File: src/rtl/cpu_clock_controller.sv
// Purpose: CPU sequencer producing a one-clk cpu_ce in free-run (clk/RATIO), halted and single-step modes.
// Latency: switch/button edge -> 2 clk sync + DEBOUNCE clk qualify -> 1 clk state change; first RUN pulse RATIO clk after entry.
// Backpressure: none; cpu_ce is a fire-and-forget enable, halt_in from the CPU stops the pulse train until the switch is re-armed.
module cpu_clock_controller #(
    parameter int RATIO    = 100,
    parameter int DEBOUNCE = 16
) (
    input  logic        clk,
    input  logic        n_reset,
    input  logic        run_sw,
    input  logic        step_btn,
    input  logic        halt_in,
    output logic        cpu_ce,
    output logic        running,
    output logic [15:0] tick_count
);

    localparam logic [15:0] DIV_LAST = 16'(RATIO - 1);
    localparam logic [15:0] DB_LAST  = 16'(DEBOUNCE - 1);

    typedef enum logic [1:0] {
        ST_HALT = 2'd0,
        ST_RUN  = 2'd1,
        ST_STOP = 2'd2
    } state_t;

    state_t      r_state;
    logic [15:0] r_div;
    logic        r_ce;
    logic        r_running;
    logic [15:0] r_tick_count;

    logic        r_run_s1;
    logic        r_run_s2;
    logic        r_step_s1;
    logic        r_step_s2;

    logic [15:0] r_run_cnt;
    logic        r_run_db;
    logic [15:0] r_step_cnt;
    logic        r_step_db;
    logic        r_step_db_d;

    logic [1:0]  r_prime;
    logic        r_step_armed;

    logic        w_step_evt;

    // Two-flop synchronizers for the asynchronous board inputs
    always_ff @(posedge clk or negedge n_reset) begin
        if (!n_reset) begin
            r_run_s1  <= 1'b0;
            r_run_s2  <= 1'b0;
            r_step_s1 <= 1'b0;
            r_step_s2 <= 1'b0;
        end else begin
            r_run_s1  <= run_sw;
            r_run_s2  <= r_run_s1;
            r_step_s1 <= step_btn;
            r_step_s2 <= r_step_s1;
        end
    end

    // Run switch debounce: accept a change only after DEBOUNCE consecutive differing cycles
    always_ff @(posedge clk or negedge n_reset) begin
        if (!n_reset) begin
            r_run_cnt <= '0;
            r_run_db  <= 1'b0;
        end else if (r_run_s2 == r_run_db) begin
            r_run_cnt <= '0;
        end else if (r_run_cnt == DB_LAST) begin
            r_run_db  <= r_run_s2;
            r_run_cnt <= '0;
        end else begin
            r_run_cnt <= r_run_cnt + 16'd1;
        end
    end

    // Step button debounce, same qualification as the run switch
    always_ff @(posedge clk or negedge n_reset) begin
        if (!n_reset) begin
            r_step_cnt <= '0;
            r_step_db  <= 1'b0;
        end else if (r_step_s2 == r_step_db) begin
            r_step_cnt <= '0;
        end else if (r_step_cnt == DB_LAST) begin
            r_step_db  <= r_step_s2;
            r_step_cnt <= '0;
        end else begin
            r_step_cnt <= r_step_cnt + 16'd1;
        end
    end

    // Step edge history and arming: the button must be seen released once the synchronizer
    // holds real samples, so a button held through reset never yields a step
    always_ff @(posedge clk or negedge n_reset) begin
        if (!n_reset) begin
            r_step_db_d  <= 1'b0;
            r_prime      <= 2'b00;
            r_step_armed <= 1'b0;
        end else begin
            r_step_db_d <= r_step_db;
            r_prime     <= {r_prime[0], 1'b1};
            if (r_prime[1] && !r_step_s2) begin
                r_step_armed <= 1'b1;
            end
        end
    end

    assign w_step_evt = r_step_db & ~r_step_db_d & r_step_armed;

    // Mode FSM with divider; cpu_ce and running are registered alongside the state
    always_ff @(posedge clk or negedge n_reset) begin
        if (!n_reset) begin
            r_state   <= ST_HALT;
            r_div     <= '0;
            r_ce      <= 1'b0;
            r_running <= 1'b0;
        end else begin
            r_ce <= 1'b0;
            case (r_state)
                ST_HALT: begin
                    if (w_step_evt) begin
                        r_ce <= 1'b1;
                    end else if (r_run_db) begin
                        r_state   <= ST_RUN;
                        r_div     <= '0;
                        r_running <= 1'b1;
                    end
                end
                ST_RUN: begin
                    // leaving RUN beats a pulse due in the same cycle; switch-off beats halt_in
                    if (!r_run_db) begin
                        r_state   <= ST_HALT;
                        r_running <= 1'b0;
                    end else if (halt_in) begin
                        r_state   <= ST_STOP;
                        r_running <= 1'b0;
                    end else if (r_div == DIV_LAST) begin
                        r_div <= '0;
                        r_ce  <= 1'b1;
                    end else begin
                        r_div <= r_div + 16'd1;
                    end
                end
                ST_STOP: begin
                    if (!r_run_db) begin
                        r_state <= ST_HALT;
                    end
                end
                default: begin
                    r_state   <= ST_HALT;
                    r_running <= 1'b0;
                end
            endcase
        end
    end

    // Count issued pulses, wrapping at 16 bits
    always_ff @(posedge clk or negedge n_reset) begin
        if (!n_reset) begin
            r_tick_count <= '0;
        end else if (r_ce) begin
            r_tick_count <= r_tick_count + 16'd1;
        end
    end

    assign cpu_ce     = r_ce;
    assign running    = r_running;
    assign tick_count = r_tick_count;

endmodule

File: config.mk
export PLATFORM = sky130hd
export DESIGN_NAME = cpu_clock_controller
export DESIGN_NICKNAME = d
export VERILOG_FILES = /design/src/rtl/cpu_clock_controller.sv
export SDC_FILE = /design/constraint.sdc
export NUM_CORES = 1
export LEC_CHECK = 0
export BUFFER_PORTS_ARGS = -buffer_cell sky130_fd_sc_hd__buf_2
export CORE_ASPECT_RATIO = 0.5
export CORE_MARGIN = 3
export CORE_UTILIZATION = 25
export DETAILED_ROUTE_END_ITERATION = 12
export GPL_ROUTABILITY_DRIVEN = 1
export PLACE_DENSITY = 0.46
export SYNTH_ARGS = -nofsm -noshare
export SYNTH_HDL_FRONTEND = slang
export SYNTH_SLANG_ARGS = --single-unit
File: constraint.sdc
create_clock -name clk -period 1.6 [get_ports clk]
set_input_delay 0.08 -clock clk [delete_from_list [all_inputs] [get_ports clk]]
set_output_delay 0.08 -clock clk [all_outputs]
set_load 0.05 [all_outputs]
Word-level counts from Yosys, hierarchy flattened
Cells that the tools add are included.
{"block": "totals", "input_bits": 5, "regBits": 78, "output_inout_bits": 18, "wordCells": 74}
{"block": "op_classes", "n_reduce_logical": 9, "add_sub_neg": 4, "n_eq_ne": 13, "muxes": 26, "bitwise_logic": 6}
{"cell": "2-to-1 mux 16 bit", "n": 9}
{"cell": "adder 16 x 1 -> 16 bit, second input constant", "n": 4}
{"cell": "== test 16 x 4 -> 1 bit, second input constant", "n": 2}
{"cell": "case mux 16 bit (2 select lines)", "n": 1}
{"cell": "== test 16 x 7 -> 1 bit, second input constant", "n": 1}
{"cell": "2-to-1 mux 2 bit", "n": 5}
{"cell": "inequality test 2 bit, second input constant", "n": 5}
{"cell": "2-to-1 mux 1 bit", "n": 8}
{"cell": "AND reduction 4 bit", "n": 2}
{"cell": "case mux 2 bit (3 select lines)", "n": 1}
{"cell": "AND reduction 5 bit", "n": 1}
{"cell": "inverter 1 bit", "n": 4}
{"cell": "AND reduction 2 bit", "n": 2}
{"cell": "inequality test 3 bit, second input constant", "n": 1}
{"cell": "case mux 1 bit (3 select lines)", "n": 1}
{"cell": "bitwise AND 1 bit", "n": 2}
{"cell": "== test 1 bit", "n": 2}
{"cell": "== test 2 x 1 -> 1 bit, second input constant", "n": 1}
{"cell": "== test 2 bit, second input constant", "n": 1}
{"cell": "logical NOT 2 bit", "n": 1}
{"cell": "case mux 1 bit (2 select lines)", "n": 1}
{"cell": "nonzero test 2 bit", "n": 1}
{"cell": "logical AND 1 bit", "n": 1}
{"cell": "logical NOT 1 bit", "n": 1}

Depth between registers and ports, before layout
Gate-level depths: netlist of run 1.
{"block": "depth", "depth_word": 5, "depth_mapped": 7, "ltp_nobuf": 6}

Least setup slack after synthesis of run 1
OpenSTA, ideal clock, no wires.
{"block": "synth_timing", "path_type": "register to register", "start": "register r_ce (netlist: cpu_ce)", "end": "register r_tick_count[12] (netlist: tick_count[12])", "t_arrival_ns": 1.715, "n_path_buf": 1, "path_stages_with_launch": 7, "path_slack_ns": -0.257, "synth_period_minus_slack_ns": 1.857, "cell_sequence": "dfrtp_1 -> buf_2 -> and4_1 -> nand3_1 -> nor2_1 -> nand3_1 -> xnor2_1"}
{"item": "start, declared", "line": "29", "rtl": "logic r_ce;"}
{"item": "start signal, assigned", "line": "117", "rtl": "r_ce <= 1'b0;"}
{"item": "start signal, assigned", "line": "120", "rtl": "r_ce <= 1'b0;"}
{"item": "start signal, assigned", "line": "124", "rtl": "r_ce <= 1'b1;"}
{"item": "end signal, assigned", "line": "164", "rtl": "r_tick_count <= r_tick_count + 16'd1;"}
{"item": "end, declared", "line": "31", "rtl": "logic [15:0] r_tick_count;"}

Final worst setup path of run 1
{"block": "layout_timing", "start": "register r_div[1]", "end": "register r_div[14]"}
{"block": "layout_via", "elab_chain_len": 5}
{"item": "start, declared", "line": "28", "rtl": "logic [15:0] r_div;"}
{"item": "start signal, assigned", "line": "143", "rtl": "r_div <= r_div + 16'd1;"}
{"item": "adder 16 x 1 -> 16 bit or == test 16 x 7 -> 1 bit (tied branches)", "line": "143, 139"}
{"item": "2-to-1 mux 16 bit *", "line": "139", "rtl": "end else if (r_div == DIV_LAST) begin"}
{"item": "2-to-1 mux 16 bit *", "line": "136", "rtl": "end else if (halt_in) begin"}
{"item": "2-to-1 mux 16 bit *", "line": "133", "rtl": "if (!r_run_db) begin"}
{"item": "case mux 16 bit (2 select lines) *", "line": "121", "rtl": "case (r_state)"}
Every way passes the cells marked *; elsewhere a longest branch is shown, timed or not. The select of a mux whose other input is x is not followed.
A chain may end at the register's enable or synchronous reset.

==> results of run 1 <==
cells by family after synthesis:
family / Yosys count / share of synthesized area
simple gates: 155 / 0.227
flops: 78 / 0.545
other cells: 1 / 0.00105
buf+inv: 18 / 0.0266
mux: 5 / 0.0150
compound gates: 43 / 0.0706
fa+ha+maj: 4 / 0.0140
xor+xnor: 41 / 0.100
tightest hold or removal path, stage by stage:
cell and delay [ns]:
buf_2 0.10, o21ai_0 0.08, a22o_1 0.19
power by group:
part           leakage [nW]  switching (mW)  internal, mW
sequential             1.05          0.0157          2.00
combinational         0.917          0.0756        0.0413
clock                 0.130           0.793          1.08
cell type report:
| type | instances | area, um^2 |
|---|---|---|
| Inverter | 10 | 41.3 |
| Multi-Input combinational cell | 249 | 1660 |
| Tap cell | 192 | 240 |
| Clock inverter | 6 | 37.5 |
| Timing Repair Buffer | 77 | 586 |
| Fill cell | 1429 | 9010 |
| Sequential cell | 78 | 1960 |
| Clock buffer | 10 | 239 |
sequential cells by signal, summed over array words and instances, names as in the netlist, 2 cells and up:
name,flops
r_div,16
r_prime,2
r_run_cnt,16
r_state,2
r_step_cnt,16
tick_count,16
Yosys cell counts, drive strengths merged (5+ instances only):
| master | instances | share of area |
|---|---|---|
| dfrtp | 78 | 0.55 |
| and2 | 5 | 0.0087 |
| o21ai | 11 | 0.017 |
| nand2 | 32 | 0.034 |
| nand4 | 14 | 0.024 |
| a31oi | 15 | 0.026 |
| a21oi | 13 | 0.018 |
| nand3 | 24 | 0.034 |
| xnor2 | 18 | 0.044 |
| or3 | 5 | 0.0087 |
| nor3 | 7 | 0.013 |
| and3 | 10 | 0.017 |
| buf | 7 | 0.015 |
| nor4 | 8 | 0.014 |
| and4 | 6 | 0.015 |
| inv | 10 | 0.010 |
| xor2 | 23 | 0.056 |
| nor2 | 36 | 0.038 |
what timing repair did:
action / 4_1_cts / 5_1_grt
pin swaps: 7 / 17
gates resized for setup: 9 / 25
buffers inserted: 3 / 2
endpoints found under the setup margin: 13 / 22
hold buffers: 3 / 0
hold endpoints to repair: 29 / 0
layout by cell type, fill, tap and decap left out, types with 3 or more instances in the layout:
cell / instances
mux2_2: 3
nor4_1: 8
a21oi_1: 10
a31oi_1: 13
buf_4: 46
and2_1: 5
nor3_2: 4
nor2_1: 31
nand2_2: 5
buf_2: 21
clkinvlp_4: 4
o21ai_0: 6
clkinv_2: 3
o21ai_2: 3
nand4_1: 14
nor2_2: 3
xor2_1: 23
dfrtp_1: 74
buf_6: 4
nand2_1: 27
clkbuf_16: 9
or3_1: 4
nand3_1: 22
and3_1: 8
dfrtp_2: 4
dlygate4sd3_1: 3
inv_1: 9
a21oi_2: 3
buf_12: 3
ha_1: 3
xnor2_1: 18
and4_1: 5
metal layers:
metal	track usage	up-vias	wire length [um]
li1	-	1386	-
met1	0.140	1314	3970
met2	0.163	22	3630
met3	0.0306	4	195
met4	0.0345	0	69
met5	0	-	0
per-stage QoR:
step,worst slack [ns],setup TNS (ns)
floorplan,0.00250,0
global placement,-0.235,-2.16
detailed placement,-0.281,-2.68
CTS,0.000295,0
global route,-0.0924,-0.823
finish,0.00689,0
worst paths after layout:
check                      slack, ns       from  cells after the start            end
min reg2reg                     0.35  r_step_s1                      0      r_step_s2
min                             0.16    halt_in                      3        running
min in group asynchronous       0.23    n_reset                      2  tick_count[4]
max                            0.007   r_div[1]                      7      r_div[14]
max reg2reg                    0.007   r_div[1]                      7      r_div[14]
max in group asynchronous       0.81    n_reset                      3  r_step_cnt[4]
==> flow_results.xml, run 1 <==
<?xml version="1.0" encoding="UTF-8"?>
<metrics>
  <group name="layout">
    <metric name="final_net_count" unit="">434</metric>
    <metric name="final_core_utilization" unit="">0.346</metric>
    <metric name="final_area" unit="um^2">4760</metric>
    <metric name="flow.area_growth_from_synthesis" unit="%">33.0</metric>
    <metric name="layout.cells.non_filler" unit="">622</metric>
    <metric name="drive_gt1_frac" unit="">0.302</metric>
    <metric name="num_antenna_cells" unit="">0</metric>
  </group>
  <group name="setup_path">
    <metric name="cpLargestDelayFamily" unit="">simple AND/OR/NAND/NOR gates</metric>
    <metric name="crit_arrival" unit="ns">1.84</metric>
    <metric name="path_cells" unit="">ha_2, nor4b_4, and4_4, nor3_4, buf_6, nand2_2, a31oi_2</metric>
    <metric name="crit_path_start_kind" unit="">register</metric>
    <metric name="worst_ep_required_time" unit="ns">1.85</metric>
    <metric name="timing.setup.critical_path_class" unit="">reg -&gt; reg</metric>
    <metric name="critPathBufInv" unit="">1</metric>
    <metric name="crit_path_top_delay_cell" unit="">dfrtp_1</metric>
    <metric name="critPathMaxStageDelay" unit="ns">0.39</metric>
    <metric name="cp-end-kind" unit="">register</metric>
    <metric name="maximum_fanout_encountered_on_the_critical_timing_path" unit="">7</metric>
  </group>
  <group name="route">
    <metric name="antenna_violating_nets_post_route" unit="">0</metric>
    <metric name="initial_detailed_routing_violation_count" unit="">147</metric>
    <metric name="wl_per_cell" unit="um">12.7</metric>
    <metric name="detail_route.first_pass.iterations" unit="">4</metric>
    <metric name="post-route-drc-count" unit="">0</metric>
    <metric name="routed_via_density" unit="">4.38</metric>
    <metric name="routed_wl" unit="mm">7.87</metric>
    <metric name="num_vias" unit="">2726</metric>
  </group>
  <group name="sta">
    <metric name="timing_hold_violations_final" unit="">0</metric>
    <metric name="layout_worst_path_cycle_share" unit="">0.996</metric>
    <metric name="hold_worst_slack" unit="ns">0.164</metric>
    <metric name="final-max-slew-violation-count" unit="">0</metric>
    <metric name="final.setup_skew" unit="ns">0.00448</metric>
    <metric name="setup_viol" unit="">0</metric>
    <metric name="rsz_0062_raised_after_global_routing" unit="">true</metric>
    <metric name="period_minus_slack" unit="ns">1.59</metric>
    <metric name="achievable-frequency" unit="MHz">628</metric>
  </group>
  <group name="floorplanning">
    <metric name="die_outline_area" unit="um^2">15900</metric>
    <metric name="initial_util" unit="">0.260</metric>
    <metric name="die_h" unit="um">90.6</metric>
    <metric name="floorplan.io_pins" unit="">23</metric>
    <metric name="fp-row-count" unit="">30</metric>
    <metric name="die_w" unit="um">175</metric>
    <metric name="design.core.area" unit="um^2">13800</metric>
  </group>
  <group name="synthesis">
    <metric name="synth-warning-count" unit="">0</metric>
    <metric name="postSynthAreaPerCell" unit="um^2">10.4</metric>
    <metric name="netlist_area" unit="um^2">3580</metric>
    <metric name="synth-seq-area-share" unit="">0.545</metric>
    <metric name="synth_ff_type" unit="">dfrtp_1</metric>
    <metric name="syn_inst" unit="">345</metric>
    <metric name="synthesis.nets" unit="">354</metric>
    <metric name="synth.ff_latch_count" unit="">78</metric>
    <metric name="netlist-cell-type-count" unit="">38</metric>
    <metric name="synth_async_sr_flop_share" unit="">1.00</metric>
    <metric name="synth_edf_count" unit="">0</metric>
  </group>
  <group name="power">
    <metric name="power.ir.vdd_worst" unit="V">0.000412</metric>
    <metric name="p_leak" unit="nW">2.10</metric>
    <metric name="power_density" unit="nW/um^2">841</metric>
    <metric name="report.power.total" unit="mW">4.00</metric>
  </group>
  <group name="placed_design">
    <metric name="place_area" unit="um^2">4250</metric>
    <metric name="place.gp.congestion" unit="">0.791</metric>
    <metric name="io_buffers" unit="">22</metric>
    <metric name="place.detailed.hpwl" unit="mm">5.50</metric>
    <metric name="placed_cells_incl_taps" unit="">598</metric>
  </group>
  <group name="grt">
    <metric name="pin_count_of_the_biggest_net_entering_global_routing" unit="">35</metric>
    <metric name="grt_pass1_wl" unit="mm">13.6</metric>
    <metric name="grt_pass1_vias" unit="">2791</metric>
    <metric name="grt_overflow" unit="">0</metric>
    <metric name="grt_util_all_layers" unit="">0.105</metric>
    <metric name="antenna_found_initial" unit="">0</metric>
  </group>
  <group name="flow_run">
    <metric name="max_cap_violations" unit="">0</metric>
  </group>
  <group name="clock_network">
    <metric name="clkTransAtPathRegs" unit="ns">0.06</metric>
    <metric name="cts_tree" unit="">yes</metric>
    <metric name="cts-buffers-inserted" unit="">9</metric>
    <metric name="number_of_sinks_on_the_clock_net" unit="">78</metric>
    <metric name="cts_root_buf" unit="">clkbuf_16</metric>
    <metric name="htree_levels" unit="">3</metric>
    <metric name="cts_max_path_buffers" unit="">2</metric>
    <metric name="clock_insertion_delay_worst_skew" unit="ns">0.33</metric>
  </group>
  <group name="status">
    <metric name="run_status" unit="">finished, final reports clean</metric>
  </group>
  <group name="hold_path">
    <metric name="hold_path.class" unit="">in -&gt; reg</metric>
  </group>
</metrics>
Note: power is estimated with default switching activity, not from simulation.
==> inputs of run 2 (changes only) <==
- PLACE_DENSITY: 0.46 -> 0.5
==> flow_results.xml, run 2 (synthesis results as in run 1) <==
<?xml version="1.0" encoding="UTF-8"?>
<metrics>
  <group name="clock_network">
    <metric name="cts_tree" unit="">yes</metric>
    <metric name="cts_root_buf" unit="">clkbuf_16</metric>
    <metric name="htree_levels" unit="">3</metric>
    <metric name="clkTransAtPathRegs" unit="ns">0.06</metric>
    <metric name="clock_insertion_delay_worst_skew" unit="ns">0.33</metric>
    <metric name="number_of_sinks_on_the_clock_net" unit="">78</metric>
    <metric name="cts_max_path_buffers" unit="">2</metric>
    <metric name="cts-buffers-inserted" unit="">9</metric>
  </group>
  <group name="grt">
    <metric name="grt_util_all_layers" unit="">0.104</metric>
    <metric name="grt_pass1_vias" unit="">2710</metric>
    <metric name="pin_count_of_the_biggest_net_entering_global_routing" unit="">28</metric>
    <metric name="grt_overflow" unit="">0</metric>
    <metric name="grt_pass1_wl" unit="mm">13.4</metric>
    <metric name="antenna_found_initial" unit="">0</metric>
  </group>
  <group name="floorplanning">
    <metric name="design.core.area" unit="um^2">13800</metric>
    <metric name="die_outline_area" unit="um^2">15900</metric>
    <metric name="initial_util" unit="">0.260</metric>
    <metric name="die_w" unit="um">175</metric>
    <metric name="floorplan.io_pins" unit="">23</metric>
    <metric name="fp-row-count" unit="">30</metric>
    <metric name="die_h" unit="um">90.6</metric>
  </group>
  <group name="setup_path">
    <metric name="crit_path_start_kind" unit="">register</metric>
    <metric name="critPathMaxStageDelay" unit="ns">0.35</metric>
    <metric name="worst_ep_required_time" unit="ns">1.81</metric>
    <metric name="crit_path_top_delay_cell" unit="">dfrtp_1</metric>
    <metric name="cp-end-kind" unit="">register</metric>
    <metric name="path_cells" unit="">ha_2, nor4b_4, and4_4, nor2_4, buf_12, mux2_2</metric>
    <metric name="maximum_fanout_encountered_on_the_critical_timing_path" unit="">13</metric>
    <metric name="timing.setup.critical_path_class" unit="">reg -&gt; reg</metric>
    <metric name="crit_arrival" unit="ns">1.81</metric>
  </group>
  <group name="route">
    <metric name="num_vias" unit="">2757</metric>
    <metric name="antenna_violating_nets_post_route" unit="">0</metric>
    <metric name="initial_detailed_routing_violation_count" unit="">104</metric>
    <metric name="post-route-drc-count" unit="">0</metric>
    <metric name="routed_via_density" unit="">4.46</metric>
    <metric name="routed_wl" unit="mm">7.74</metric>
    <metric name="detail_route.first_pass.iterations" unit="">4</metric>
    <metric name="wl_per_cell" unit="um">12.5</metric>
  </group>
  <group name="layout">
    <metric name="leading_cell_type_in_the_layout_fill_and_taps_excluded" unit="">dfrtp_1</metric>
    <metric name="flow.area_growth_from_synthesis" unit="%">32.1</metric>
    <metric name="num_antenna_cells" unit="">0</metric>
    <metric name="commonest_cells_after_routing_fill_and_taps_aside" unit="">dfrtp_1 (74), buf_4 (44), nor2_1 (31), nand2_1 (29), xor2_1 (23)</metric>
    <metric name="drive_gt1_frac" unit="">0.277</metric>
    <metric name="final_net_count" unit="">430</metric>
    <metric name="layout.cells.non_filler" unit="">618</metric>
  </group>
  <group name="flow_run">
    <metric name="max_cap_violations" unit="">0</metric>
  </group>
  <group name="sta">
    <metric name="setup_viol" unit="">0</metric>
    <metric name="achievable-frequency" unit="MHz">627</metric>
    <metric name="layout_worst_path_cycle_share" unit="">0.997</metric>
    <metric name="final.setup_skew" unit="ns">0.00653</metric>
    <metric name="final-max-slew-violation-count" unit="">0</metric>
    <metric name="timing_hold_violations_final" unit="">0</metric>
    <metric name="period_minus_slack" unit="ns">1.59</metric>
    <metric name="rsz_0062_raised_after_global_routing" unit="">true</metric>
  </group>
  <group name="power">
    <metric name="report.power.total" unit="mW">4.32</metric>
    <metric name="internal_power" unit="mW">3.41</metric>
    <metric name="swShare" unit="">0.209</metric>
    <metric name="p_comb_frac" unit="">0.028</metric>
    <metric name="power.ir.vdd_worst" unit="V">0.000514</metric>
    <metric name="switchingPower" unit="mW">0.904</metric>
    <metric name="p_leak" unit="nW">2.11</metric>
    <metric name="power_share_of_the_clock_group" unit="">0.506</metric>
    <metric name="power.share.sequential" unit="">0.466</metric>
    <metric name="power_density" unit="nW/um^2">913</metric>
  </group>
  <group name="placed_design">
    <metric name="io_buffers" unit="">22</metric>
    <metric name="place.detailed.hpwl" unit="mm">5.53</metric>
    <metric name="placed_cells_incl_taps" unit="">598</metric>
    <metric name="place.gp.congestion" unit="">0.773</metric>
  </group>
  <group name="hold_path">
    <metric name="hold_path.class" unit="">in -&gt; reg</metric>
  </group>
  <group name="status">
    <metric name="run_status" unit="">finished, final reports clean</metric>
  </group>
</metrics>
==> run 2: area by class of cell <==
| class | instances | area [um^2] |
|---|---|---|
| clock inverter | 7 | 96.3 |
| inverter | 10 | 37.5 |
| timing repair buffer | 73 | 548 |
| sequential | 78 | 1960 |
| multi-input combinational | 249 | 1620 |
| tap | 192 | 240 |
| fill | 1395 | 9050 |
| clock buffer | 9 | 225 |
==> run 2: worst paths after layout <==
path                          start            end  slack (ns)  cells after the start
min                         halt_in        running        0.16                      3
min in group asynchronous   n_reset  tick_count[9]        0.22                      2
max reg2reg                r_div[1]       r_div[0]       0.005                      6
max in group asynchronous   n_reset       r_div[5]        0.81                      3
max                        r_div[1]       r_div[0]       0.005                      6
min reg2reg                r_run_s1       r_run_s2        0.35                      0
==> run 2: power by group through the flow <==
| stage | combinational (mW) | clock (mW) | sequential (mW) |
|---|---|---|---|
| 2_1_floorplan | 0.0331 | 0 | 2.05 |
| 6_report | 0.121 | 2.18 | 2.01 |
| 3_3_place_gp | 0.120 | 0 | 2.05 |
| 5_1_grt | 0.141 | 2.34 | 2.01 |
| 3_5_place_dp | 0.121 | 0 | 2.05 |
| 4_1_cts | 0.128 | 2.25 | 2.01 |
==> run 2: metrics by stage <==
| stage | hold WS (ns) | utilization | setup TNS [ns] | area, um^2 | setup slack [ns] |
|---|---|---|---|---|---|
| global placement | 0.0364 | 0.311 | -0.00794 | 4280 | -0.00424 |
| CTS | 0.144 | 0.339 | 0 | 4670 | 0.00122 |
| floorplan | -0.216 | - | 0 | 3600 | 0.00250 |
| finish | 0.159 | 0.343 | 0 | 4730 | 0.00538 |
| global route | 0.173 | 0.343 | -0.506 | 4730 | -0.0592 |
| detailed placement | 0.0393 | 0.311 | -0.192 | 4280 | -0.0446 |
==> run 2: per-layer routing <==
metal,GRT usage,routed length [um]
met3,0.0277,243
met1,0.141,3870
met5,0,0
met2,0.157,3490
met4,0.0424,144
==> run 2: worst max-delay path: cells and delay by family (launching register included) <==
kind | cells | cell delay [ns]
simple gates | 3 | 0.53
flops | 1 | 0.35
mux | 1 | 0.26
fa+ha+maj | 1 | 0.19
buf+inv | 1 | 0.15
==> run 2: timing repair <==
action / CTS / global route
gates resized for setup: 7 / 15
hold buffers: 3 / 0
pin swaps: 9 / 10
endpoints found under the setup margin: 11 / 19
hold endpoints to repair: 26 / 0
setup buffers: 1 / 1
